`config.mk`:
```
export PLATFORM = sky130hd
export DESIGN_NAME = uart_tx_cfg
export DESIGN_NICKNAME = d
export VERILOG_FILES = /design/src/rtl/uart_pkg.sv /design/src/rtl/uart_bit_timer.sv /design/src/rtl/uart_tx_cfg.sv
export SDC_FILE = /design/constraint.sdc
export NUM_CORES = 1
export LEC_CHECK = 0
export ABC_AREA = 1
export CORE_ASPECT_RATIO = 1.5
export CORE_MARGIN = 5
export CORE_UTILIZATION = 55
export DETAILED_ROUTE_END_ITERATION = 12
export PLACE_DENSITY = 0.78
export SYNTH_ARGS = -nofsm -noshare
export SYNTH_HDL_FRONTEND = slang
export SYNTH_SLANG_ARGS = --single-unit
```
`constraint.sdc`:
```
create_clock -name clk -period 4.2 [get_ports clk]
set_input_delay 0.63 -clock clk [delete_from_list [all_inputs] [get_ports clk]]
set_output_delay 0.63 -clock clk [all_outputs]
set_load 0.005 [all_outputs]
```
`src/rtl/uart_pkg.sv`:
```
// Shared definitions for the configurable UART transmitter.
// Optional parity is compiled in with the macro UART_TX_PARITY_EN.
package uart_pkg;

    // Transmitter state encoding
    typedef enum logic [2:0] {
        IDLE   = 3'd0,
        START  = 3'd1,
        DATA   = 3'd2,
        PARITY = 3'd3,
        STOP   = 3'd4
    } uart_state_e;

    // Number of parity bit periods in a frame for this build
`ifdef UART_TX_PARITY_EN
    localparam int PARITY_BITS = 1;
`else
    localparam int PARITY_BITS = 0;
`endif

    // Total clocks from the first start-bit clock to the last stop-bit clock
    function automatic int frame_len(input int clks_per_bit,
                                     input int data_bits,
                                     input int stop_bits,
                                     input int parity_bits);
        return clks_per_bit * (1 + data_bits + parity_bits + stop_bits);
    endfunction

endpackage

```
`src/rtl/uart_bit_timer.sv`:
```
// Bit-period timer: counts 0..CLKS_PER_BIT-1 and flags the terminal count.
// A clear restarts the count so the next bit period begins on the following clock.
module uart_bit_timer #(
    parameter int CLKS_PER_BIT = 868
) (
    input  logic clk,
    input  logic rst,
    input  logic clear,
    output logic tick
);

    localparam int CNT_W = $clog2(CLKS_PER_BIT);
    localparam logic [CNT_W-1:0] TERMINAL = CNT_W'(CLKS_PER_BIT - 1);

    logic [CNT_W-1:0] cnt;

    assign tick = (cnt == TERMINAL);

    // Free-running modulo counter, restarted on reset or clear
    always_ff @(posedge clk) begin
        if (rst || clear) begin
            cnt <= '0;
        end else if (tick) begin
            cnt <= '0;
        end else begin
            cnt <= cnt + 1'b1;
        end
    end

endmodule

```
`src/rtl/uart_tx_cfg.sv`:
```
// Configurable UART transmitter with ready/valid word input.
// Frame: start, DATA_BITS payload LSB first, optional parity, STOP_BITS stop.
// Define UART_TX_PARITY_EN to compile in the parity bit (PARITY_ODD selects sense).
module uart_tx_cfg
    import uart_pkg::*;
#(
    parameter int CLKS_PER_BIT = 868,
    parameter int DATA_BITS    = 8,
    parameter int STOP_BITS    = 1,
    parameter int PARITY_ODD   = 0
) (
    input  logic                 clk,
    input  logic                 rst,
    input  logic [DATA_BITS-1:0] data_in,
    input  logic                 data_en,
    output logic                 ready,
    output logic                 o_bit,
    output logic                 busy
);

    localparam int IDX_W = $clog2(DATA_BITS);
    localparam logic [IDX_W-1:0] LAST_DATA = IDX_W'(DATA_BITS - 1);
    localparam logic [IDX_W-1:0] LAST_STOP = IDX_W'(STOP_BITS - 1);

    // Reject illegal configurations at elaboration
    if (CLKS_PER_BIT < 2) begin : g_bad_clks
        $error("uart_tx_cfg: CLKS_PER_BIT must be at least 2");
    end
    if (DATA_BITS < 5 || DATA_BITS > 9) begin : g_bad_data
        $error("uart_tx_cfg: DATA_BITS must be 5..9");
    end
    if (STOP_BITS < 1 || STOP_BITS > 2) begin : g_bad_stop
        $error("uart_tx_cfg: STOP_BITS must be 1 or 2");
    end
    if (PARITY_ODD != 0 && PARITY_ODD != 1) begin : g_bad_parity
        $error("uart_tx_cfg: PARITY_ODD must be 0 or 1");
    end

    uart_state_e          state, state_n;
    logic [DATA_BITS-1:0] shreg, shreg_n;
    logic [IDX_W-1:0]     idx, idx_n;
    logic                 o_bit_n;
    logic                 tick;
    logic                 accept;

`ifdef UART_TX_PARITY_EN
    logic                 parity_q;
`endif

    assign ready  = (state == IDLE);
    assign busy   = (state != IDLE);
    assign accept = data_en && ready;

    // Clearing on accept phase-aligns every frame to its accept cycle
    uart_bit_timer #(
        .CLKS_PER_BIT(CLKS_PER_BIT)
    ) u_bit_timer (
        .clk  (clk),
        .rst  (rst),
        .clear(accept),
        .tick (tick)
    );

    // State, shift register, index and registered serial output
    always_ff @(posedge clk) begin
        if (rst) begin
            state <= IDLE;
            shreg <= '0;
            idx   <= '0;
            o_bit <= 1'b1;
        end else begin
            state <= state_n;
            shreg <= shreg_n;
            idx   <= idx_n;
            o_bit <= o_bit_n;
        end
    end

`ifdef UART_TX_PARITY_EN
    // Parity of the accepted word, captured once so the shifter is free to move
    always_ff @(posedge clk) begin
        if (rst) begin
            parity_q <= 1'b0;
        end else if (accept) begin
            parity_q <= (^data_in) ^ (PARITY_ODD != 0);
        end
    end
`endif

    // Next-state logic; o_bit_n is decoded from the next state so o_bit is a clean flop
    always_comb begin
        state_n = state;
        shreg_n = shreg;
        idx_n   = idx;
        o_bit_n = 1'b1;

        case (state)
            IDLE: begin
                if (accept) begin
                    state_n = START;
                    shreg_n = data_in;
                    idx_n   = '0;
                end
            end
            START: begin
                if (tick) begin
                    state_n = DATA;
                end
            end
            DATA: begin
                if (tick) begin
                    if (idx == LAST_DATA) begin
                        idx_n = '0;
`ifdef UART_TX_PARITY_EN
                        state_n = PARITY;
`else
                        state_n = STOP;
`endif
                    end else begin
                        idx_n   = idx + 1'b1;
                        shreg_n = shreg >> 1;
                    end
                end
            end
`ifdef UART_TX_PARITY_EN
            PARITY: begin
                if (tick) begin
                    state_n = STOP;
                end
            end
`endif
            STOP: begin
                // idx counts stop-bit periods here
                if (tick) begin
                    if (idx == LAST_STOP) begin
                        state_n = IDLE;
                        idx_n   = '0;
                    end else begin
                        idx_n = idx + 1'b1;
                    end
                end
            end
            default: begin
                state_n = IDLE;
            end
        endcase

        case (state_n)
            START:   o_bit_n = 1'b0;
            DATA:    o_bit_n = shreg_n[0];
`ifdef UART_TX_PARITY_EN
            PARITY:  o_bit_n = parity_q;
`endif
            default: o_bit_n = 1'b1;
        endcase
    end

`ifndef SYNTHESIS
    localparam int FRAME_CLKS = frame_len(CLKS_PER_BIT, DATA_BITS, STOP_BITS, PARITY_BITS);

    int busy_cycles;

    // Every completed frame must hold busy for exactly one frame length
    always_ff @(posedge clk) begin
        if (rst || !busy) begin
            busy_cycles <= 0;
        end else begin
            busy_cycles <= busy_cycles + 1;
        end
        if (!rst && state == STOP && state_n == IDLE) begin
            assert (busy_cycles + 1 == FRAME_CLKS)
            else $error("uart_tx_cfg: busy window %0d differs from frame length %0d",
                        busy_cycles + 1, FRAME_CLKS);
        end
    end
`endif

endmodule

```
# Word level (Yosys, flattened, before mapping)
# Index checks and enable logic that the tools add are counted.
[classes] add_sub_neg=2 eq_ne=11 n_mux=18 n_reduce_logical=10
[ops] cell="two-way mux 3 bit" n=11
[ops] cell="two-way mux 8 bit" n=3
[ops] cell="case mux 8 bit (2 select lines)" n=1
[ops] cell="case mux 3 bit (4 select lines)" n=1
[ops] cell="adder 10 x 1 -> 10 bit, second input constant" n=1
[ops] cell="equality test 10 bit, second input constant" n=1
[ops] cell="case mux 3 bit (3 select lines)" n=1
[ops] cell="AND reduction 4 bit" n=2
[ops] cell="equality test 3 x 1 -> 1 bit, second input constant" n=2
[ops] cell="equality test 3 x 2 -> 1 bit, second input constant" n=2
[ops] cell="equality test 3 bit, second input constant" n=2
[ops] cell="logical NOT 3 bit" n=2
[ops] cell="inequality test 2 bit, second input constant" n=3
[ops] cell="nonzero test 3 bit" n=2
[ops] cell="adder 3 x 1 -> 3 bit, second input constant" n=1
[ops] cell="inequality test 2 x 1 -> 1 bit, second input constant" n=1
[ops] cell="case mux 1 bit (2 select lines)" n=1
[ops] cell="nonzero test 2 bit" n=1
[ops] cell="OR reduction 2 bit" n=1
[ops] cell="logical AND 1 bit" n=1
[ops] cell="logical OR 1 bit" n=1
[word_totals] regBits=25 input_bits=11 out_inout_bits=3 word_cells=47

# Longest topological paths before layout
# Gate-level depths: netlist of the first run.
[depth] ltp_word=6 mapped_depth=10

# Cells and area by module
# Synthesis of the first run repeated with hierarchy kept, for this count alone.
[hier_totals] hier_cells=192 hier_area_um2=1350.0
[by_module_without_submodules] module="uart_tx_cfg" instances=1 cells_per_inst=129 area_per_inst_um2=862.1 seq_area_each_um2=300.3
[by_module_without_submodules] module="uart_bit_timer" instances=1 cells_per_inst=63 area_per_inst_um2=488.0 seq_area_each_um2=200.2

# Worst setup path after synthesis of the first run
# Ideal clock, no wire load.
[synth_timing] path_type="flip-flop to flip-flop" startpoint="register idx[0]" endpoint="register shreg[1]" arrival_time_ns=1.307 required_time_ns=4.132 setup_slack_ns=2.824 path_stages_with_launch=10 path_buffers=0 period_less_slack_ns=1.376 path_cell_list="dfxtp_1 ha_1 ha_1 nor2_4 inv_2 nor2_4 nand2_1 nand2_1 inv_1 a21oi_2"
[synth_between] elab_chain_cells=3
[synth_lines] item="from (decl)" line_no="uart_tx_cfg.sv:41" text="logic [IDX_W-1:0] idx, idx_n;"
[synth_lines] item="from (signal assigned)" line_no="uart_tx_cfg.sv:74" text="idx <= idx_n;"
[synth_lines] item="equality test 3 bit" line_no="uart_tx_cfg.sv:112" text="if (idx == LAST_DATA) begin"
[synth_lines] item="inequality test 2 bit (no source line)"
[synth_lines] item="AND reduction 4 bit (no source line)"
[synth_lines] item="to (signal assigned)" line_no="uart_tx_cfg.sv:73" text="shreg <= shreg_n;"
[synth_lines] item="to (decl)" line_no="uart_tx_cfg.sv:40" text="logic [DATA_BITS-1:0] shreg, shreg_n;"
# No other way between the ends.
# A chain may end at the register's enable or synchronous reset.

# Final worst setup path of the first run
[layout_timing] startpoint="register state[2]" endpoint="output port ready"
[layout_between] elab_chain_cells=1
[layout_lines] item="from (decl)" line_no="uart_tx_cfg.sv:39" text="uart_state_e state, state_n;"
[layout_lines] item="from (signal assigned)" line_no="uart_tx_cfg.sv:72" text="state <= state_n;"
[layout_lines] item="logical NOT 3 bit" line_no="uart_tx_cfg.sv:50" text="assign ready = (state == IDLE);"
[layout_lines] item="to (decl)" line_no="uart_tx_cfg.sv:16" text="output logic ready,"
# No other way between the ends.

==> Implementation_results.wiki, run 1 <==
{| class="wikitable"
! Metric !! Value
|-
| Largest fanout of any net on the critical path || 4
|-
| Max cap viols || 0
|-
| Routability cong. || a little over 0.9
|-
| Status || complete, no violations
|-
| Sinks on the clock net || 25
|-
| Layout Cell Area excl Fill || roughly 0.0015 sq mm
|-
| Global-route congestion overflow total || 0
|-
| Area contributors post-synth || dfxtp_1, nand2_1, inv_1, a21oi_1, nor2_1
|-
| Final setup fails || 0
|-
| Utilization after layout || between 60% and 70%
|-
| Final Hold Viols || 0
|-
| Post-CTS Hold Fix Bufs || 0
|-
| Post-DP HPWL || 2003 microns
|-
| Least-Margin Pin Slew || approximately 0.55 ns
|-
| Resize count post-CTS || 0
|-
| Final worst slack || between 2 and 2.5 ns
|-
| Wire length of the first global-routing pass || about 4500 microns
|-
| Share of the yosys chip area belonging to registers || 38.13%
|-
| Cell variety after synth || 29
|-
| First drt pass iteration count || 4
|-
| Flip-flop and latch area || ~500 sq um
|-
| Crit start category || flop
|-
| Synthesis warning total || 0
|-
| Vias per Instance || 5.335
|-
| Gr usage total || 15.88%
|-
| Chip height || 69.83 microns
|-
| Number of standard cells after synthesis || 179
|-
| Post-CTS Setup Repair Bufs || 0
|-
| Fmax || 0.4657 GHz
|-
| Drt drc || 0
|-
| Number of filler instances in the final layout || about 200
|-
| Count of antenna diodes in the layout || 0
|-
| Number of nets produced by synthesis || 194
|-
| Number of global-route vias before repair || 1146
|-
| Post-synthesis instance area || between 0.001 and 0.0015 sq mm
|-
| Drt wl/cell || 11.64 microns
|-
| Top-area cell type share of the netlist area || 38.13%
|-
| Bufs on Longest Clock Path || 2
|-
| Max-slew headroom || 63.41%
|-
| Area of combinational cells with multiple inputs || 708.2 sq um
|-
| CTS tree || built
|-
| Avg Synthesized Cell Area || 7.332 sq um
|-
| Pins Over Slew Limit || 0
|-
| Core box area || about 0.0023 sq mm
|-
| Via count || 1163
|-
| Fin Setup TNS || 0 ns
|-
| Fin crit period || 2.147 ns
|-
| Data arrival time of the worst path || 1.52 ns
|-
| Worst Skew || around 0.0013 ns
|-
| Root buffer selected by CTS || clkbuf_4
|-
| CTS HTree Levels || 1
|-
| Layout overhead on the synthesized area || 13.92%
|-
| PD cells || ~290 mW/mm^2
|-
| Routed Wire Length || about 2500 microns
|-
| Clock slew seen by the registers of the worst setup and hold paths || ~0.14 ns
|-
| Final worst-path cycle share || between 50% and 60%
|-
| Die Width || 49.89 microns
|-
| IO Count || 14
|-
| Clock latency on the worst-skew pair || 0.32 ns
|-
| Worst IR drop on VDD || about 0.23 mV
|-
| Row Count || 21
|-
| Endpoint required time on the critical path || 3.57 ns
|-
| Number of nets with antenna violations after detailed routing || 0
|-
| Nature of the critical path endpoint || primary output
|-
| FF+latch count, synth || 25
|-
| Nets || 211
|-
| Critical path type || reg2out
|-
| Instance area at placement || 0.001468 sq mm
|-
| Unrepaired setup endpoints after global routing || no
|-
| Top library cells by usage in the layout, fill and taps aside || nand2_1, dfxtp_1, inv_1, nor2_1, a21oi_1
|-
| Number of buffers added by the clock tree synthesis step || 3
|-
| Initial drt markers || 16
|-
| Worst hold-check path type || reg2reg
|-
| Antenna violations before repair || 0
|-
| Port-buffer cells || 13
|-
| Fraction of layout cells with a size suffix above 1 || between 15 and 20%
|-
| LEAKAGE || 0.0006208 uW
|-
| Largest net degree at the start of global routing || 15
|-
| Most common cell after layout, fill and taps aside || nand2_1
|-
| Area leader, netlist || dfxtp_1
|-
| Post-place setup slack || approximately 2 ns
|-
| Die outline area || 0.003483 sq mm
|-
| Initial standard-cell utilization of the core || 58.08%
|}
[metal layers]
metal,wire length (microns),GRT usage [%],vias up
met3,85,2.151,5
met4,54,7.289,0
met1,1022,16.14,536
met2,1376,30.17,20
met5,0,0,-
li1,-,-,602
[report_power, final]
part	switching [uW]	leakage (uW)	total, uW	internal, uW
Clock	74.2	0.0000177	110	35.8
Combinational	34.5	0.000399	64.5	30.0
Sequential	6.12	0.000204	254	248
[layout make-up]
type	count	area share (%)
Sequential cell	25	33.47
Timing Repair Buffer	13	8.703
Tap cell	23	1.925
Clock inverter	1	0.3347
Multi-Input combinational cell	127	47.36
Inverter	26	6.695
Clock buffer	3	1.506
[sequential cells by signal, summed over array words and instances (netlist names)]
| register | cells |
|---|---|
| u_bit_timer.cnt | 10 |
| shreg | 8 |
| idx | 3 |
| state | 3 |
| o_bit | 1 |
[cell usage after synthesis]
cell and instances:
nand2_1 47, dfxtp_1 25, inv_1 21, nor2_1 16, a21oi_1 14, nand3_1 9, a21oi_2 4, ha_1 4
inv_2 4, nand4_1 4, a21boi_0 3, nand2_2 3, nor2_2 3, o21ai_0 3, nand2_4 2, nand3_2 2
nor2_4 2, or2_2 2, a31oi_1 1, clkbuf_1 1, inv_4 1, nand3_4 1, nor3b_1 1, nor3b_2 1
o21ai_2 1, o21ai_4 1, o21bai_1 1, xnor2_1 1, xor2_1 1
[worst max-delay path: stages (launching register included)]
cell	delay, ns
dfxtp_1	0.36
nor2_2	0.16
nand2_2	0.09
inv_2	0.08
clkdlybuf4s50_1	0.50
[per-stage QoR]
stage               instances  total power [uW]  hold WS, ns
global placement          214             321.3       0.4272
global route              218             449.2       0.4807
CTS                       218             431.8       0.4654
detailed placement        214             323.8       0.4390
floorplan                 179             299.1       0.4175
finish                    218             428.4       0.4628
[cell families (layout without fill, tap and decap cells)]
logic type | after synthesis | in the layout | synth area share (%)
fa+ha+maj | 4 | 4 | 3.813
compound gates | 28 | 28 | 13.82
flops | 25 | 25 | 38.13
xor+xnor | 2 | 2 | 1.335
buf+inv | 27 | 43 | 7.912
simple gates | 93 | 93 | 34.99
[worst paths after layout]
path,start,end,slack (ns),cells past startpoint
setup / recovery,state[2]$_SDFF_PP0_,ready,2.05,4
setup reg to reg,u_bit_timer.cnt[0]$_SDFF_PP0_,idx[2]$_SDFFE_PP0P_,2.63,9
hold / removal,u_bit_timer.cnt[0]$_SDFF_PP0_,u_bit_timer.cnt[0]$_SDFF_PP0_,0.46,1
hold reg to reg,u_bit_timer.cnt[0]$_SDFF_PP0_,u_bit_timer.cnt[0]$_SDFF_PP0_,0.46,1
No activity file was read; power rests on OpenSTA's default activity.
==> run 2, diff against run 1 <==
--- a/config.mk
+++ b/config.mk
@@ -8,9 +8,9 @@
 export ABC_AREA = 1
 export CORE_ASPECT_RATIO = 1.5
 export CORE_MARGIN = 5
-export CORE_UTILIZATION = 55
+export CORE_UTILIZATION = 49
 export DETAILED_ROUTE_END_ITERATION = 12
-export PLACE_DENSITY = 0.78
+export PLACE_DENSITY = 0.73
 export SYNTH_ARGS = -nofsm -noshare
 export SYNTH_HDL_FRONTEND = slang
 export SYNTH_SLANG_ARGS = --single-unit
==> constraint.sdc (replaced) <==
create_clock -name clk -period 1.7 [get_ports clk]
set_input_delay 0.255 -clock clk [delete_from_list [all_inputs] [get_ports clk]]
set_output_delay 0.255 -clock clk [all_outputs]
set_load 0.005 [all_outputs]
==> Implementation_results.wiki, run 2 (synthesis results as in run 1) <==
{| class="wikitable"
! Metric !! Value
|-
| Post-DP HPWL || 2128 microns (+6.2%)
|-
| Final Hold Viols || 0 (unchanged)
|-
| Worst IR drop on VDD || 0.4645 mV (+100%)
|-
| Gr usage total || 15.93% (+0.049 points)
|-
| Area of combinational cells with multiple inputs || 713.2 sq um (+0.71%)
|-
| Fraction of layout cells with a size suffix above 1 || 16.33% (+0.43 points)
|-
| Bufs on Longest Clock Path || 2 (unchanged)
|-
| Top library cells by usage in the layout, fill and taps aside || nand2_1, dfxtp_1, inv_1, nor2_1, a21oi_1
|-
| Utilization after layout || 58.96% (-7.2 points)
|-
| Least-Margin Pin Slew || 0.3129 ns (-0.2343 ns)
|-
| Crit start category || flop
|-
| Layout overhead on the synthesized area || 17.64%
|-
| Die Width || 52.26 microns (+4.8%)
|-
| Initial standard-cell utilization of the core || 50.12% (-8.0 points)
|-
| IO Count || 14 (unchanged)
|-
| Largest registers || u_bit_timer.cnt: 10 flops, shreg: 8 flops
|-
| Max cap viols || 0 (unchanged)
|-
| Nature of the critical path endpoint || primary output
|-
| Antenna violations before repair || 0 (unchanged)
|-
| CTS HTree Levels || 1 (unchanged)
|-
| Largest fanout of any net on the critical path || 4 (unchanged)
|-
| Data arrival time of the worst path || 1.39 ns (-0.13 ns)
|-
| First drt pass iteration count || 4 (unchanged)
|-
| Part of the total power dissipated in the clock network || 30.4% (+4.7 points)
|-
| Flip-flop and latch area || 501.7 sq um (+0.25%)
|-
| Switching power as a share of total power || 24.79% (-2.0 points)
|-
| Port-buffer cells || 13 (unchanged)
|-
| Routed Wire Length || 2679 microns (+5.6%)
|-
| Drt drc || 0 (unchanged)
|-
| Total internal power || 856.9 uW (+170%)
|-
| Fmax || 0.6063 GHz
|-
| Clock slew seen by the registers of the worst setup and hold paths || 0.08 ns (-0.06 ns)
|-
| Chip height || 73.39 microns (+5.1%)
|-
| Number of buffers added by the clock tree synthesis step || 3 (unchanged)
|-
| Row Count || 23 (+9.5%)
|-
| Register-to-Register Path Depth || 9 (unchanged)
|-
| Largest net degree at the start of global routing || 14 (-1)
|-
| Final worst-path cycle share || 97.03%
|-
| Post-CTS Setup Repair Bufs || 0 (unchanged)
|-
| Routability cong. || 0.8003 (-13%)
|-
| Largest register FFs || 10 (unchanged)
|-
| Last element of the critical path || ready
|-
| Net switching power of the design || 282.5 uW (+150%)
|-
| Logic pwr share || 14.5% (-0.6 points)
|-
| Nets || 212 (+0.47%)
|-
| Worst r2r dst || shreg[3]$_SDFFE_PP0P_
|-
| PD cells || 737.9 mW/mm^2 (+160%)
|-
| Core box area || 0.002619 sq mm (+16%)
|-
| Fin crit period || 1.649 ns
|-
| Sinks on the clock net || 25 (unchanged)
|-
| Crit Reg-Reg Startpoint || idx[0]$_SDFFE_PP0P_
|-
| Global-route congestion overflow total || 0 (unchanged)
|-
| Number of filler instances in the final layout || 237 (+20%)
|-
| Count of antenna diodes in the layout || 0 (unchanged)
|-
| Worst Skew || 0.003819 ns (+0.002569 ns)
|-
| R2R setup slack || 0.15 ns (-2.48 ns)
|-
| Final setup fails || 0 (unchanged)
|-
| LEAKAGE || 0.0006308 uW (+1.6%)
|-
| CTS tree || built
|-
| Max-slew headroom || 79.05% (+16 points)
|-
| Clock latency on the worst-skew pair || 0.27 ns (-0.05 ns)
|-
| Worst hold-check path type || reg2reg
|-
| Number of nets with antenna violations after detailed routing || 0 (unchanged)
|-
| Post-CTS Hold Fix Bufs || 0 (unchanged)
|-
| Die outline area || 0.003835 sq mm (+10%)
|-
| Critical path type || reg2out
|-
| Launch point of the worst path || state[0]$_SDFF_PP0_
|-
| Resize count post-CTS || 0 (unchanged)
|-
| Vias per Instance || 5.112 (-4.2%)
|-
| Placed cell count || 229 (+7.0%)
|-
| Initial drt markers || 17 (+1)
|-
| Wire length of the first global-routing pass || 4692 microns (+4.3%)
|-
| Endpoint required time on the critical path || 1.44 ns (-2.13 ns)
|-
| Via count || 1191 (+2.4%)
|-
| Drt wl/cell || 11.50 microns (-1.2%)
|-
| Status || complete, no violations
|-
| Root buffer selected by CTS || clkbuf_8
|-
| Pins Over Slew Limit || 0 (unchanged)
|-
| Number of global-route vias before repair || 1199 (+4.6%)
|-
| Top register by number of flip-flops || u_bit_timer.cnt
|-
| Portion of total power attributed to sequential cells || 55.1% (-4.2 points)
|-
| Post-Layout Cell Count || 233 (+6.9%)
|-
| Most common cell after layout, fill and taps aside || nand2_1
|}
run 2: changes by cell type in the layout (fill, tap and decap cells not counted):
| cell | delta |
|---|---|
| buf_4 | +1 |
| clkbuf_1 | +1 |
| clkbuf_4 | -3 |
| clkbuf_8 | +3 |
| clkinv_2 | -1 |
| dfxtp_1 | -1 |
| dfxtp_2 | +1 |
| nor2_2 | -1 |
| nor2_4 | +1 |
run 2: cell type report:
class	instances	share of cell area [%]
clock buffer	4	2.917
inverter	26	6.483
tap	37	2.998
sequential	25	32.50
timing repair buffer	14	8.914
multi-input combinational	127	46.19
run 2: routing by layer:
metal  wire, microns  global-route usage [%]  vias to the layer above
met5               0                       0                        -
met4              70                   8.239                        0
met3              71                   2.434                        8
met2            1502                   30.07                       23
met1            1034                   16.31                      557
li1                -                       -                      603
run 2: power groups by stage:
stage	registers, uW	logic (uW)	clock network [uW]
after floorplan	637	102	0
after global placement	639	157	0
after detailed placement	640	164	0
after CTS	627	166	357
after global routing	631	186	388
final	628	166	346
run 2: how the worst min path moves through the flow:
stage / start / endpoint / slack [ns] / depth (start not counted)
final: u_bit_timer.cnt[0]$_SDFF_PP0_ / u_bit_timer.cnt[0]$_SDFF_PP0_ / 0.45 / 1
after global routing: u_bit_timer.cnt[0]$_SDFF_PP0_ / u_bit_timer.cnt[0]$_SDFF_PP0_ / 0.48 / 1
after CTS: u_bit_timer.cnt[0]$_SDFF_PP0_ / u_bit_timer.cnt[0]$_SDFF_PP0_ / 0.46 / 1
after detailed placement: u_bit_timer.cnt[0]$_SDFF_PP0_ / u_bit_timer.cnt[0]$_SDFF_PP0_ / 0.45 / 1
after global placement: u_bit_timer.cnt[0]$_SDFF_PP0_ / u_bit_timer.cnt[0]$_SDFF_PP0_ / 0.43 / 1
after floorplan: rst / state[1]$_SDFF_PP0_ / 0.32 / 1
run 2: per-stage QoR:
stage | cell area, sq um | setup WS (ns) | total power (uW) | TNS, ns | hold WS [ns]
finish | 1544 | 0.05054 | 1139 | 0 | 0.4548
detailed placement | 1493 | 0.1405 | 804.5 | 0 | 0.4471
floorplan | 1313 | 0.3245 | 738.9 | 0 | 0.3241
global placement | 1493 | 0.1975 | 795.7 | 0 | 0.4310
global route | 1544 | -0.006187 | 1205 | -0.006187 | 0.4801
CTS | 1538 | 0.001938 | 1149 | 0 | 0.4626
run 2: worst max-delay path, cell delays in order (launching register included):
cell             delay, ns
dfxtp_2               0.36
nor2_4                0.12
nand2_2               0.07
inv_2                 0.07
clkdlybuf4s50_1       0.50
==> run 3, diff against run 2 <==
--- a/config.mk
+++ b/config.mk
@@ -7,7 +7,6 @@
 export LEC_CHECK = 0
 export ABC_AREA = 1
 export CORE_ASPECT_RATIO = 1.5
-export CORE_MARGIN = 5
 export CORE_UTILIZATION = 49
 export DETAILED_ROUTE_END_ITERATION = 12
 export PLACE_DENSITY = 0.73
==> Implementation_results.wiki, run 3 (synthesis results as in run 1) <==
{| class="wikitable"
! Metric !! Value
|-
| Status || complete, no violations
|-
| Clock latency on the worst-skew pair || 0.32 ns (+0.05 ns)
|-
| Most common cell after layout, fill and taps aside || nand2_1
|-
| Max cap viols || 0 (unchanged)
|-
| Max-slew headroom || 77.78% (-1.3 points)
|-
| Antenna violations before repair || 0 (unchanged)
|-
| Family with the most delay on the worst path || buffers and inverters
|-
| Final setup fails || 0 (unchanged)
|-
| Worst path depth || 3 (-1)
|-
| Largest net degree at the start of global routing || 14 (unchanged)
|-
| Count of antenna diodes in the layout || 0 (unchanged)
|-
| Logic pwr share || 15.5% (+1.0 points)
|-
| Chip height || 65.39 microns (-11%)
|-
| Largest register FFs || 10 (unchanged)
|-
| Critical path type || reg2out
|-
| Die Width || 44.26 microns (-15%)
|-
| Part of the total power dissipated in the clock network || 25.2% (-5.2 points)
|-
| Clock slew seen by the registers of the worst setup and hold paths || 0.14 ns (+0.06 ns)
|-
| Bufs on Longest Clock Path || 2 (unchanged)
|-
| Portion of total power attributed to sequential cells || 59.3% (+4.2 points)
|-
| Worst Skew || 0.01171 ns (+0.007887 ns)
|-
| Drt wl/cell || 10.76 microns (-6.5%)
|-
| Largest fanout of any net on the critical path || 4 (unchanged)
|-
| Cell-by-cell trace of the critical path || inv_1, nand2_2, clkdlybuf4s50_1
|-
| Fmax || 0.6143 GHz (+1.3%)
|-
| Core box area || 0.002505 sq mm (-4.3%)
|-
| Least-Margin Pin Slew || 0.3318 ns (+0.01889 ns)
|-
| Data arrival time of the worst path || 1.37 ns (-0.02 ns)
|-
| Post-DP HPWL || 1930 microns (-9.3%)
|-
| Die outline area || 0.002894 sq mm (-25%)
|-
| Crit start category || flop
|-
| CTS HTree Levels || 1 (unchanged)
|-
| Final worst-path cycle share || 95.76% (-1.3 points)
|-
| Post-CTS Hold Fix Bufs || 0 (unchanged)
|-
| Gr usage total || 20.06% (+4.1 points)
|-
| Top register by number of flip-flops || u_bit_timer.cnt
|-
| Top library cells by usage in the layout, fill and taps aside || nand2_1, dfxtp_1, inv_1, nor2_1, a21oi_1
|-
| Pins Over Slew Limit || 0 (unchanged)
|-
| Fraction of layout cells with a size suffix above 1 || 17.77% (+1.4 points)
|-
| Utilization after layout || 61.29% (+2.3 points)
|-
| Drt drc || 0 (unchanged)
|-
| Net switching power of the design || 274.7 uW (-2.8%)
|-
| Port-buffer cells || 13 (unchanged)
|-
| Layout overhead on the synthesized area || 16.97%
|-
| Nets || 213 (+0.47%)
|-
| Initial drt markers || 37 (+20)
|-
| Routability cong. || 0.8969 (+12%)
|-
| Slowest CP cell || clkdlybuf4s50_1
|-
| Register-to-Register Path Depth || 7 (-2)
|-
| Vias per Instance || 5.013 (-1.9%)
|-
| Final Hold Viols || 0 (unchanged)
|-
| Number of buffer and inverter stages on the critical path || 2 (unchanged)
|-
| CTS tree || built
|-
| Worst hold-check path type || reg2reg
|-
| Largest registers || u_bit_timer.cnt: 10 flops, shreg: 8 flops
|-
| Fin crit period || 1.628 ns (-0.02156 ns)
|-
| Endpoint required time on the critical path || 1.44 ns (about the same)
|-
| LEAKAGE || 0.0006307 uW (about the same)
|-
| Switching power as a share of total power || 25.99% (+1.2 points)
|-
| Number of nets with antenna violations after detailed routing || 0 (unchanged)
|-
| Unrepaired setup endpoints after global routing || no
|-
| Global-route congestion overflow total || 0 (unchanged)
|-
| Number of buffers added by the clock tree synthesis step || 3 (unchanged)
|-
| Routed Wire Length || 2506 microns (-6.5%)
|-
| WHS Path Cells || 1 (unchanged)
|-
| Row Count || 22 (-4.3%)
|-
| Number of global-route vias before repair || 1167 (-2.7%)
|-
| Longest individual stage delay on the worst path || 0.50 ns (about the same)
|-
| Initial standard-cell utilization of the core || 52.40% (+2.3 points)
|-
| Sinks on the clock net || 25 (unchanged)
|-
| Root buffer selected by CTS || clkbuf_4
|-
| PD cells || 688.3 mW/mm^2 (-6.7%)
|-
| IO Count || 14 (unchanged)
|-
| Total internal power || 782.0 uW (-8.7%)
|-
| First drt pass iteration count || 6 (+2)
|-
| Wire length of the first global-routing pass || 4443 microns (-5.3%)
|-
| Fin Setup TNS || 0 ns (unchanged)
|-
| Via count || 1168 (-1.9%)
|-
| Nature of the critical path endpoint || primary output
|-
| Worst IR drop on VDD || 0.5330 mV (+15%)
|}
==> run 3: worst register-to-register path, delay by kind of cell (launching register included) <==
family / cells / cell delay (ns)
adders and majority gates: 2 / 0.44
buffers and inverters: 1 / 0.08
AOI/OAI and AO/OA: 2 / 0.26
DFF: 1 / 0.35
and+or+nand+nor: 2 / 0.38
==> run 3: layout make-up <==
type	count	area, sq um
multi-input cells	127	713.2
flip-flops and latches	25	506.7
well taps	36	45.04
inverters	26	100.1
repair buffers	15	143.9
fillers	225	969.7
clock buffers	4	26.28
==> run 3: per-stage QoR <==
step	cell area [sq um]	hold WS (ns)	power (uW)	std cells	setup WS (ns)
after CTS	1533	0.4652	1060	233	0.01552
after detailed placement	1491	0.4440	800.2	228	0.1497
after floorplan	1313	0.3241	738.9	179	0.3245
after global placement	1491	0.4323	796.8	228	0.1741
final	1535	0.4629	1057	233	0.07210
after global routing	1535	0.4874	1108	233	0.007218
==> run 3: per-layer routing <==
metal  share of wire (%)  vias to the layer above  GRT usage (%)
met2                  55                       22          39.34
met1                  39                      532          19.20
met3                 2.8                        9          3.022
met5                   0                        -              0
li1                    -                      605              -
met4                 2.9                        0          9.091
==> run 3: path summary, 6_finish.rpt <==
kind | from | end | slack (ns)
max | state[1]$_SDFF_PP0_ | busy | 0.07
min reg2reg | u_bit_timer.cnt[0]$_SDFF_PP0_ | u_bit_timer.cnt[0]$_SDFF_PP0_ | 0.46
max reg2reg | idx[0]$_SDFFE_PP0P_ | shreg[6]$_SDFFE_PP0P_ | 0.14
min | u_bit_timer.cnt[0]$_SDFF_PP0_ | u_bit_timer.cnt[0]$_SDFF_PP0_ | 0.46
==> run 3: what timing repair did <==
| action | 4_1_cts | 5_1_grt |
|---|---|---|
| setup buffers | 1 | 0 |
| endpoints found under the setup margin | 1 | 1 |
| resized for setup | 4 | 2 |
| pin swaps | 1 | 0 |
==> run 3: power groups by stage <==
| stage | sequential, uW | clock, uW | combinational [uW] |
|---|---|---|---|
| CTS | 627 | 268 | 165 |
| floorplan | 637 | 0 | 102 |
| global route | 630 | 291 | 187 |
| global placement | 639 | 0 | 158 |
| finish | 627 | 266 | 163 |
| detailed placement | 640 | 0 | 160 |
